[config.mk]
export PLATFORM = sky130hd
export DESIGN_NAME = shift_arbiter
export DESIGN_NICKNAME = d
export VERILOG_FILES = /design/src/rtl/shift_arbiter.sv
export SDC_FILE = /design/constraint.sdc
export NUM_CORES = 1
export LEC_CHECK = 0
export CELL_PAD_IN_SITES_DETAIL_PLACEMENT = 1
export CELL_PAD_IN_SITES_GLOBAL_PLACEMENT = 1
export CORE_MARGIN = 4
export CORE_UTILIZATION = 26
export CTS_CLUSTER_SIZE = 8
export DETAILED_ROUTE_END_ITERATION = 7
export PLACE_DENSITY_LB_ADDON = 0.05
export SETUP_SLACK_MARGIN = 0.4
export SYNTH_ARGS = -nofsm -noshare
export SYNTH_HDL_FRONTEND = slang
export SYNTH_SLANG_ARGS = --single-unit
[constraint.sdc]
create_clock -name clk -period 2.13 [get_ports clk]
set_input_delay 0.639 -clock clk [delete_from_list [all_inputs] [get_ports clk]]
set_output_delay 0.639 -clock clk [all_outputs]
set_load 0.01 [all_outputs]
[src/rtl/shift_arbiter.sv]
`timescale 1ns/1ps
// shift_arbiter: shares one combinational barrel shifter between two requesters
// (operand-2 path and register-specified-shift unit). One operation is in flight at
// a time: IDLE accepts and latches the operands, EXEC drives the shifter and captures
// its result, RESP holds the result until the granted requester consumes it.
module shift_arbiter #(
  parameter int WIDTH      = 32,
  parameter int SHAMT_W    = 5,
  parameter bit FIXED_PRIO = 1'b0
) (
  input  logic                   clk,
  input  logic                   reset,
  input  logic [1:0]             req_valid,
  output logic [1:0]             req_ready,
  input  logic [2*WIDTH-1:0]     req_a,
  input  logic [2*SHAMT_W-1:0]   req_shamt,
  input  logic [3:0]             req_type,
  output logic [1:0]             rsp_valid,
  input  logic [1:0]             rsp_ready,
  output logic [WIDTH-1:0]       rsp_data,
  output logic [WIDTH-1:0]       sh_a,
  output logic [SHAMT_W-1:0]     sh_shamt,
  output logic [1:0]             sh_type,
  input  logic [WIDTH-1:0]       sh_result,
  output logic                   busy,
  output logic [15:0]            grant_cnt
);

  localparam logic [1:0] IDLE = 2'd0;
  localparam logic [1:0] EXEC = 2'd1;
  localparam logic [1:0] RESP = 2'd2;

  logic [1:0] state;
  logic       rr_ptr;
  logic       gnt_p0;   // winner chosen combinationally in IDLE
  logic       gnt_p1;   // winner of the operation currently in flight
  logic       accept;

  // Pick the winner: a lone requester wins outright, a tie goes to rr_ptr
  // (or always to requester 0 in fixed-priority mode).
  always_comb begin
    gnt_p0 = 1'b0;
    case (req_valid)
      2'b10:   gnt_p0 = 1'b1;
      2'b11:   gnt_p0 = FIXED_PRIO ? 1'b0 : rr_ptr;
      default: gnt_p0 = 1'b0;
    endcase
  end

  // Handshake outputs; req_ready is masked while reset is held low so no
  // requester sees an accept that the flops will not take.
  always_comb begin
    accept    = reset && (state == IDLE) && (req_valid != 2'b00);
    req_ready = 2'b00;
    if (accept) req_ready = gnt_p0 ? 2'b10 : 2'b01;
    rsp_valid = 2'b00;
    if (state == RESP) rsp_valid = gnt_p1 ? 2'b10 : 2'b01;
    busy      = (state != IDLE);
  end

  // Control FSM plus operand/result registers; sh_* only change on an accept
  // so the shifter inputs stay stable through EXEC and afterwards.
  always_ff @(posedge clk or negedge reset) begin
    if (!reset) begin
      state     <= IDLE;
      rr_ptr    <= 1'b0;
      gnt_p1    <= 1'b0;
      grant_cnt <= 16'd0;
      sh_a      <= '0;
      sh_shamt  <= '0;
      sh_type   <= 2'b00;
      rsp_data  <= '0;
    end else begin
      case (state)
        IDLE: begin
          if (accept) begin
            gnt_p1    <= gnt_p0;
            sh_a      <= gnt_p0 ? req_a[2*WIDTH-1:WIDTH] : req_a[WIDTH-1:0];
            sh_shamt  <= gnt_p0 ? req_shamt[2*SHAMT_W-1:SHAMT_W] : req_shamt[SHAMT_W-1:0];
            sh_type   <= gnt_p0 ? req_type[3:2] : req_type[1:0];
            grant_cnt <= grant_cnt + 16'd1;
            state     <= EXEC;
          end
        end
        EXEC: begin
          rsp_data <= sh_result;
          state    <= RESP;
        end
        RESP: begin
          if (rsp_ready[gnt_p1]) begin
            if (!FIXED_PRIO) rr_ptr <= ~gnt_p1;
            state <= IDLE;
          end
        end
        default: state <= IDLE;
      endcase
    end
  end

endmodule

Word level (Yosys, flattened, before mapping)

Index checks and enable logic that the tools add are counted.

Flip-flop bits (word level): 91
Output and inout port bits: 92
Input port bits: 116
Word-level logic and storage cells: 38

Muxes and demuxes: 13
Order comparisons: 1
Add/subtract/negate cells: 1
Reductions and logical operators: 8
Eq/ne operators: 6
Bitwise operators: 1

Operator list:

| operator                                                    | count |
|---|---|
| 2-to-1 mux 32 bit                                           | 1 |
| adder 16 x 1 -> 16 bit (second input constant)              | 1 |
| 2-to-1 mux 2 bit                                            | 7 |
| == test 2 bit (second input constant)                       | 3 |
| case mux 2 bit (3 select lines)                             | 1 |
| AND reduction 2 bit                                         | 3 |
| 2-to-1 mux 5 bit                                            | 1 |
| nonzero test 2 bit                                          | 2 |
| == test 2 x 1 -> 1 bit (second input constant)              | 1 |
| logical AND 1 bit                                           | 2 |
| zero test 2 bit                                             | 1 |
| less-than comparator 1 x 2 -> 1 bit (second input constant) | 1 |
| 2-to-1 mux 1 bit                                            | 2 |
| inequality test 2 x 1 -> 1 bit (second input constant)      | 1 |
| inequality test 2 bit (second input constant)               | 1 |
| case mux 1 bit (2 select lines)                             | 1 |
| inverter 1 bit                                              | 1 |

Depth between registers and ports, before layout

Depth in word-level cells: 5
Depth in mapped cells: 6
Mapped depth without buffers: 5

Least setup slack after synthesis

OpenSTA, ideal clock, no wires.

Path type: input -> output
Start: input port reset
End: output port req_ready[0]
Slack: -131 ps
Stages on the path: 5
Data required time: 1491 ps
Arrival: 1622 ps
Path buffers: 1
Path through: or3b_4 or2_4 buf_6 clkinv_4 and2_1

Longest elaborated chain between the ends: 3

RTL lines:

| element                         | RTL line | source |
|---|---|---|
| from (decl)                     | 12       | `input logic reset,` |
| logical AND 1 bit (2 in series) | 53       | `accept = reset && (state == IDLE) && (req_valid != 2'b00);` |
| 2-to-1 mux 2 bit                | 55       | `if (accept) req_ready = gnt_p0 ? 2'b10 : 2'b01;` |
| to (decl)                       | 14       | `output logic [1:0] req_ready,` |

Every way passes these cells.

Final worst setup path

Start: register state[0]
End: output port req_ready[0]

Longest elaborated chain between the ends: 4

RTL lines:

| element                         | RTL line | source |
|---|---|---|
| from (decl)                     | 33       | `logic [1:0] state;` |
| from (signal assigned)          | 65       | `state <= IDLE;` |
| from (signal assigned)          | 82       | `state <= EXEC;` |
| from (signal assigned)          | 87       | `state <= RESP;` |
| zero test 2 bit                 | 53       |  |
| logical AND 1 bit (2 in series) | 53       |  |
| 2-to-1 mux 2 bit                | 55       |  |

Every way passes these cells.

==> results.md <==
* Num ports at 208
* Cell variety after synth at 29
* CTS tree: yes
* End point of the critical path: req_ready[0]
* GRT Total Usage at 0.150
* Slew HR at 0.538
* Std cell rows at 44
* Pin count of the biggest net entering global routing at 53
* Post-Synthesis Cells at 321
* Routability cong. at 0.706
* Nets at 691
* Initial antenna violation count at 1
* Worst Reg-to-Reg Cells at 8
* WP data arrival at 1.67 ns
* Final Skew at 0.00594 ns
* Number of diodes at 0
* Post-Route WL at 14600 um
* Drt first-iter violations at 83
* Vias per cell at 4.51
* Grt total ovfl at 0
* Post-synth EDFFs at 0
* Crit Path Category: reg -> out
* Count leader, synth: dfrtp_1
* Min Tclk post-route at 2.31 ns
* FFs w/ async S/R, synth at 1.00
* Reg2reg start: state[0]$_DFFE_PN0P_
* Final Hold Vio Count at 0
* Max Fclk at 0.434 GHz
* IO buf count at 207
* Starting Density at 0.267
* Startpoint types: flip-flop
* Top-area cell type share of the netlist area at 0.586
* LEAKAGE at 3.38 nW
* Primary FF master, synth: dfrtp_1
* Die footprint at 17000 sq um
* Top cells by count, synth: 91 x dfrtp_1, 49 x nand2_1, 39 x mux2i_1
* # clock sinks at 91
* RR Endpoint: grant_cnt[8]$_DFFE_PN0P_
* Remaining DRCs at 0
* Worst setup margin at -0.176 ns
* Avg Inst Size Synth at 12.1 sq um
* Synth area leaders: dfrtp_1 59%, mux2i_1 10%, mux2_2 9.6%
* Core footprint at 14600 sq um
* Final slew viol count at 0
* R2R setup slack at 0.30 ns
* First-pass GRT wire length at 19300 um
* Placed insts at 709
* Routed Antenna Nets at 0
* Post-synth net total at 438
* H-tree levels at 3
* Failing checks: setup timing
* Kind of end point of the critical path: output pin
* Latest clock arrival within the worst-skew pair at 0.34 ns
* Critical path depth at 5
* Vias in the first global route at 3619
* CTS Buf Count at 9
* Die Width at 130 um
* Required time of the critical path at 1.49 ns
* Clk buf depth at 2
* Ys Warns at 0
* CP top delay family: simple AND/OR/NAND/NOR gates
* Hold Path Class: in -> async
* Cell taking the most area after synthesis: dfrtp_1
* Finished Layout Cells at 763
* FF+latch count, synth at 91
* Worst Tran Pin Value at 0.693 ns
* Detailed Place HPWL at 9030 um
* Maximum vdd ir drop at 422 uV
* Die height at 130 um
* Max incr delay on CP at 0.40 ns
* Final setup TNS at -0.334 ns
* Worst hold slack at 0.373 ns
* Fin crit share at 1.08
* PwrDens at 1170 nW/um^2
* Total number of vias at 3442
* Critical path cell sequence: or3b_4, or2_4, clkinv_4, and2_4, buf_6
* Sequential area share after synthesis at 0.586
* Final setup fails at 2
* Wire per inst at 19.1 um
* Post-Place Worst Slack at -0.735 ns
* Slowest cell on crit path: or3b_4
* Area delta synth->final at 82.5%
* Status: complete, but fails checks
* Max-Cap Viols at 0
* Unrepaired setup endpoints after global routing: yes
* Layout cell share with drive strength beyond 1 at 0.245
* CP bufs+invs at 2
* Detailed Routing Iterations Pass 1 at 4
* Post-layout util at 0.486
* Root buffer cell: clkbuf_16
* Cell Area, Synth at 3890 sq um
* Worst Setup SP: state[0]$_DFFE_PN0P_
* Maximum fanout along the worst path at 3
* Clock-pin slew on the worst setup and hold paths at 0.07 ns
## cell type report
type,count,area (sq um)
Clock inverter,6,65.1
Clock buffer,10,239
Multi-Input combinational cell,211,1670
Fill cell,1556,7490
Tap cell,184,230
Timing Repair Buffer,259,2600
Inverter,2,12.5
Sequential cell,91,2280
## worst register-to-register path: stages, from the launching register on
cell	delay, ns
dfrtp_1	0.38
or3b_4	0.40
buf_4	0.14
buf_6	0.10
buf_4	0.14
nor4_4	0.14
buf_6	0.19
nand3_4	0.09
xnor2_2	0.14
## per-stage QoR
| step | power (mW) | area, sq um |
|---|---|---|
| final | 8.33 | 7100 |
| after detailed placement | 6.54 | 6210 |
| after floorplan | 4.35 | 3890 |
| after CTS | 7.96 | 6600 |
| after global routing | 8.86 | 7100 |
| after global placement | 6.44 | 6210 |
## layer usage
metal  global-route usage  share of wire  wire (um)
met4               0.0348         0.0073        107
met1                0.170           0.41       5930
met2                0.262           0.51       7390
met3               0.0630          0.077       1130
met5                    0        0.00089         13
## report_power, final
group	internal [mW]	total, mW	switching (mW)
Sequential	2.48	2.85	0.375
Clock	0.942	1.64	0.701
Combinational	2.06	3.84	1.78
Total	5.48	8.33	2.86
## what timing repair did
action,in CTS,in global routing
setup endpoints to repair,138,65
endpoints found under the hold margin,0,0
pin swaps,2,12
buffers inserted,11,13
hold buffers,0,0
gates resized for setup,137,58
gates cloned,2,12
## cells in the final DEF (no fill, tap or decap), drive strengths merged, types with 2 or more instances in the layout
| cell | instances |
|---|---|
| dfrtp | 91 |
| or2 | 2 |
| clkinv | 5 |
| nand2 | 49 |
| dlygate4sd2 | 86 |
| mux2i | 39 |
| nand3 | 7 |
| and3 | 2 |
| and2 | 3 |
| clkdlybuf4s50 | 112 |
| nand2b | 2 |
| o21ai | 42 |
| xnor2 | 12 |
| nand4 | 3 |
| mux2 | 33 |
| and4 | 2 |
| nor2 | 5 |
| buf | 51 |
| xor2 | 3 |
| clkdlybuf4s15 | 3 |
| clkbuf | 17 |
## worst min-delay path by stage
stage / endpoint / slack, ns
3_3_place_gp: grant_cnt[15]$_DFFE_PN0P_ / 0.46
4_1_cts: sh_a[10]$_DFFE_PN0P_ / 0.39
6_report: sh_a[10]$_DFFE_PN0P_ / 0.37
3_5_place_dp: grant_cnt[15]$_DFFE_PN0P_ / 0.46
5_1_grt: sh_a[10]$_DFFE_PN0P_ / 0.41
2_1_floorplan: gnt_p1$_DFFE_PN0P_ / 0.34
## cell families after synthesis
family | after synthesis | synth area share
buffers and inverters | 19 | 0.0273
flip-flops | 91 | 0.586
adder cells (fa/ha/maj) | 1 | 0.00322
AO/OA/AOI/OAI | 44 | 0.0573
multiplexers | 72 | 0.196
AND/OR/NAND/NOR | 79 | 0.0968
XOR/XNOR | 15 | 0.0338
## registers in the layout (all words and copies together) (netlist names)
register	cells
rsp_data	32
sh_a	32
sh_type	2
rr_ptr	1
gnt_p1	1
state	2
sh_shamt	5
grant_cnt	16
Power figures use the tool's default switching activity.
